$ cat config.mk
export PLATFORM = sky130hd
export DESIGN_NAME = snake_body
export DESIGN_NICKNAME = d
export VERILOG_FILES = /design/src/rtl/snake_body.sv
export SDC_FILE = /design/constraint.sdc
export NUM_CORES = 1
export LEC_CHECK = 0
export ABC_AREA = 1
export CAP_MARGIN = 0
export CORE_ASPECT_RATIO = 0.8
export CORE_UTILIZATION = 30
export CTS_BUF_LIST = sky130_fd_sc_hd__clkbuf_2 sky130_fd_sc_hd__clkbuf_4 sky130_fd_sc_hd__clkbuf_8
export DETAILED_ROUTE_END_ITERATION = 6
export GPL_TIMING_DRIVEN = 1
export PLACE_DENSITY = 0.51
export SYNTH_ARGS = -nofsm -noshare
export SYNTH_HDL_FRONTEND = slang
export SYNTH_SLANG_ARGS = --single-unit
$ cat constraint.sdc
create_clock -name clk_i -period 3.1 [get_ports clk_i]
set_input_delay 0.62 -clock clk_i [delete_from_list [all_inputs] [get_ports clk_i]]
set_output_delay 0.62 -clock clk_i [all_outputs]
set_load 0.05 [all_outputs]
$ cat src/rtl/snake_body.sv
// rtl/snake_body.sv - one snake's body: head stepping, tail shift/grow, run/dead state
// Edge wrap-around is enabled by defining SNAKE_WRAP_EN; otherwise leaving the grid kills the snake.
module snake_body #(
  parameter int                 MAX_LEN   = 10,
  parameter int                 SEG_W     = 16,
  parameter int                 NUM_LEN   = 10,
  parameter logic [NUM_LEN-1:0] START_POS = 10'h210,
  parameter logic [1:0]         START_DIR = 2'd3
) (
  input  logic                     clk_i,
  input  logic                     rst_i,
  input  logic                     start_i,
  input  logic                     tick_i,
  input  logic [1:0]               dir_req_i,
  input  logic                     grow_i,
  input  logic                     stop_i,
  output logic [MAX_LEN*SEG_W-1:0] snake_o,
  output logic [3:0]               length_o,
  output logic                     alive_o,
  output logic                     dead_o
);

  localparam int CW = NUM_LEN / 2;
  localparam logic [SEG_W-1:0] INIT_SEG = {1'b1, {(SEG_W-NUM_LEN-1){1'b0}}, START_POS};
  localparam logic [3:0] MAX_LEN_L = 4'(MAX_LEN);
  localparam logic [CW-1:0] EDGE_MAX = '1;

  typedef enum logic [1:0] {IDLE, RUN, DEAD} state_e;

  state_e           state_q, state_d;
  logic [SEG_W-1:0] body_q [MAX_LEN];
  logic [SEG_W-1:0] body_d [MAX_LEN];
  logic [3:0]       len_q, len_d;
  logic [1:0]       cdir_q, cdir_d;
  logic [1:0]       pend_q, pend_d;

  logic          accept;
  logic [1:0]    eff_dir;
  logic [CW-1:0] head_x, head_y, new_x, new_y;
  logic          edge_hit;
  logic          grow_ok;

  // A reversal of the committed heading is never latched; the last good request stands.
  assign accept  = (dir_req_i != (cdir_q ^ 2'd1));
  assign eff_dir = accept ? dir_req_i : pend_q;
  assign head_x  = body_q[0][CW-1:0];
  assign head_y  = body_q[0][NUM_LEN-1:CW];
  assign grow_ok = grow_i && (len_q < MAX_LEN_L);

  always_comb begin
    new_x = head_x;
    new_y = head_y;
    case (eff_dir)
      2'd0:    new_y = head_y - 1'b1;
      2'd1:    new_y = head_y + 1'b1;
      2'd2:    new_x = head_x - 1'b1;
      default: new_x = head_x + 1'b1;
    endcase
  end

`ifdef SNAKE_WRAP_EN
  assign edge_hit = 1'b0;
`else
  assign edge_hit = ((eff_dir == 2'd0) && (head_y == '0))       ||
                    ((eff_dir == 2'd1) && (head_y == EDGE_MAX)) ||
                    ((eff_dir == 2'd2) && (head_x == '0))       ||
                    ((eff_dir == 2'd3) && (head_x == EDGE_MAX));
`endif

  always_comb begin
    state_d = state_q;
    body_d  = body_q;
    len_d   = len_q;
    cdir_d  = cdir_q;
    pend_d  = pend_q;
    case (state_q)
      IDLE: begin
        if (accept) pend_d = dir_req_i;
        if (start_i) state_d = RUN;
      end
      RUN: begin
        if (accept) pend_d = dir_req_i;
        if (stop_i) begin
          state_d = DEAD;
        end else if (tick_i) begin
          if (edge_hit) begin
            state_d = DEAD;
          end else begin
            body_d[0] = {1'b1, {(SEG_W-NUM_LEN-1){1'b0}}, new_y, new_x};
            // Slots past the live length are zero, so only live slots (plus the grown one) shift.
            for (int i = 1; i < MAX_LEN; i++) begin
              if ((4'(i) < len_q) || ((4'(i) == len_q) && grow_ok))
                body_d[i] = body_q[i-1];
            end
            len_d  = len_q + {3'b000, grow_ok};
            cdir_d = eff_dir;
            pend_d = eff_dir;
          end
        end
      end
      DEAD: begin
        if (start_i) begin
          state_d = RUN;
          for (int i = 0; i < MAX_LEN; i++) body_d[i] = '0;
          body_d[0] = INIT_SEG;
          len_d     = 4'd1;
          cdir_d    = START_DIR;
          pend_d    = START_DIR;
        end
      end
      default: state_d = IDLE;
    endcase
  end

  always_ff @(posedge clk_i) begin
    if (rst_i) begin
      state_q <= IDLE;
      for (int i = 0; i < MAX_LEN; i++) body_q[i] <= '0;
      body_q[0] <= INIT_SEG;
      len_q     <= 4'd1;
      cdir_q    <= START_DIR;
      pend_q    <= START_DIR;
    end else begin
      state_q <= state_d;
      for (int i = 0; i < MAX_LEN; i++) body_q[i] <= body_d[i];
      len_q   <= len_d;
      cdir_q  <= cdir_d;
      pend_q  <= pend_d;
    end
  end

  for (genvar g = 0; g < MAX_LEN; g++) begin : g_pack
    assign snake_o[g*SEG_W +: SEG_W] = body_q[g];
  end

  assign length_o = len_q;
  assign alive_o  = (state_q == RUN);
  assign dead_o   = (state_q == DEAD);

endmodule
==> results.cfg <==
[detailed_routing]
drt-initial-drc-count = 438
drc = 0
wl_mm = 19.5
antenna_left = 0
vias = 6888
vias_per_cell = 4.39
wl_per_cell_microns = 12.5
firstDrtPassIters = 5

[timing]
tightest_slew_ps = 600
finalCriticalPeriod_ps = 2730
slew_headroom = 0.600
grt_setup_unrepaired = false
finalHoldWorstSlack_ps = 485
period_share = 0.881
fin_tns_setup_ps = 0
max_freq_ghz = 0.366
setup_violations = 0
finClkSkew_ps = 12.3
finalHoldViolCount = 0
final_max_slew_viol_count = 0

[setup_path]
r2r_end = snake_o[48]
critPathMaxStageDelay_ps = 510
reg2reg_depth = 11
arrival_ps = 3040
critical_path_buf_inv_count = 3
path_max_fanout = 4
cp.required_ps = 3410
worstPathCellList = clkdlybuf4s50_1 -> inv_1 -> nand2_1 -> nand2_1 -> nand2_1 -> nand2_1 -> nand2_2 -> nor2_1 -> buf_4 -> fa_1 -> nand2_1 -> nand2_1 -> a21oi_1 -> or2_2 -> nand2_1 -> o21ai_0 -> nand3_1 -> nand4_1 -> nand3_1
worst-path-stages = 19
worstSetupPathType = input port to flop
cp-start-kind = input port
r2r_slack_ps = 680
cp_common_cell = nand2_1
crit_slowest_cell = clkdlybuf4s50_1
crit_family = simple AND/OR/NAND/NOR gates
reg2reg_from = state_q[0]
crit_path_end_kind = flop

[placement]
place_hpwl_mm = 14.1
place_congestion = 0.819
place_area_sq_um = 8490
port_buffers = 122

[power]
power.switching_w = 0.00214
vdd_drop_max_v = 0.000267
combPwrFrac = 0.353
clockPowerShare = 0.304
p_leak_nw = 4.23
p_per_area_nw_per_um2 = 600
pwr-share-seq = 0.342
power_w = 0.00537
internal-power_w = 0.00323
swShare = 0.398

[grt]
grt_max_degree = 61
antenna_found_initial = 0
grt_pass1_wl_mm = 31.8
grt_pass1_vias = 6099
grt_overflow_total = 0
grt.total_usage = 0.164

[clocking]
cts-root-buf = clkbuf_8
cts_made_buffers = 17
htreeDepth = 4
cts_tree = done
clk_path_buf_depth = 2
clk_pin_slew_ps = 80
cts_num_sinks = 119
post_cts_buffers = 0
hold_buffers = 0
insertion_delay_ps = 440
postCtsResizedCells = 0

[yosys]
synth-edff-count = 0
synth-seq-cells = 119
yosys_warnings = 0
synthCells = 1138
syn_area_per_cell_sq_um = 6.19
syn_area_sq_um = 7040
async_flop_share = 0
synth.distinct_cells = 32
synth_flop_cell = dfxtp_1
yosysSeqAreaShare = 0.338

[cells_and_area]
area_growth_pct = 27.0
drive_gt1_frac = 0.101
stdcell_area_sq_um = 8940
fin_util = 0.393
nets = 1268
num_antenna_cells = 0

[floorplan]
die_h_microns = 139
die_x_microns = 173
coreArea_sq_um = 22700
ios = 174
dieArea_sq_um = 24100
rows = 49
start_util = 0.309

[min_path]
hold_depth = 2
hold_class = flop to flop
holdPathEnd = snake_o[19]
min-delay-start = snake_o[19]

[status]
status = complete, no violations

[run]
cap_violations = 0
-- worst max-delay path by stage --
stage,start,endpoint,slack (ps)
floorplan,dir_req_i[0],snake_o[4],620
CTS,dir_req_i[0],snake_o[4],430
global route,dir_req_i[0],snake_o[4],150
global placement,dir_req_i[0],snake_o[4],40
finish,dir_req_i[0],snake_o[4],370
detailed placement,dir_req_i[0],snake_o[4],-50
-- layout by cell type, fill, tap and decap left out, types with 2 or more instances in the layout --
cell	instances
o21ai_0	10
ha_1	8
dfxtp_1	119
clkbuf_8	20
nand2_2	3
nand4_1	97
conb_1	51
inv_2	34
o21ai_1	4
a31oi_1	5
inv_1	179
nand3_2	10
fa_1	2
nor3_1	6
clkinv_2	3
or2_2	3
nand2_4	2
nand3_1	35
nand2_1	349
clkinvlp_4	3
buf_12	4
a21oi_1	18
clkdlybuf4s50_1	121
xor2_1	2
bufinv_16	4
nor2_1	124
buf_4	36
-- area by class of cell --
class                   instances  area (sq um)
clock buffers                  21           283
clock inverters                11           170
fillers                      2465         13800
inverters                     215           808
multi-input cells             736          3350
flip-flops and latches        119          2380
well taps                     306           383
repair buffers                161          1560
-- state kept, by name, indices dropped and copies added, names as in the netlist --
signal    cells
snake_o     109
length_o      4
cdir_q        2
pend_q        2
state_q       2
-- synthesized netlist by cell type (18+ instances only) --
library cell  count  area share
clkbuf_1         30       0.016
buf_4            57       0.061
buf_2            27       0.019
nand4_1          97       0.086
nor2_1          124       0.066
nand3_1          35       0.025
nand2_1         350        0.19
inv_1           179       0.095
a21oi_1          18       0.013
inv_2            34       0.018
dfxtp_1         119        0.34
-- tightest hold or removal path: cells and delay by family (launching register included) --
kind / cells / cell delay, ps
AND/OR/NAND/NOR: 1 / 70
flip-flops: 1 / 330
AO/OA/AOI/OAI: 1 / 50
-- logic make-up (layout without fill, tap and decap cells) --
group	Yosys count	in the layout	share of synthesized area
flip-flops	119	119	0.338
XOR/XNOR	4	4	0.00604
buffers and inverters	332	408	0.213
other	2	51	0.00107
adder cells (fa/ha/maj)	10	10	0.0199
AO/OA/AOI/OAI	39	39	0.0292
AND/OR/NAND/NOR	632	632	0.392
-- routing by layer --
layer | part of all wire | global-route usage
met5 | 0 | 0
met4 | 0.0062 | 0.0368
met3 | 0.045 | 0.0348
met2 | 0.42 | 0.237
met1 | 0.53 | 0.244
-- power groups by stage --
| stage | sequential, W | combinational (W) | clock [W] |
|---|---|---|---|
| 2_1_floorplan | 0.00231 | 0.000970 | 0 |
| 3_3_place_gp | 0.00188 | 0.00188 | 0 |
| 3_5_place_dp | 0.00187 | 0.00190 | 0 |
| 4_1_cts | 0.00184 | 0.00190 | 0.00168 |
| 5_1_grt | 0.00186 | 0.00208 | 0.00175 |
| 6_report | 0.00184 | 0.00190 | 0.00163 |
-- metrics by stage --
stage / worst slack [ps] / std cells
2_1_floorplan: 618 / 1187
3_3_place_gp: 35.2 / 1537
3_5_place_dp: -52.4 / 1537
4_1_cts: 433 / 1569
5_1_grt: 148 / 1569
6_report: 370 / 1569
No activity file was read; power rests on OpenSTA's default activity.
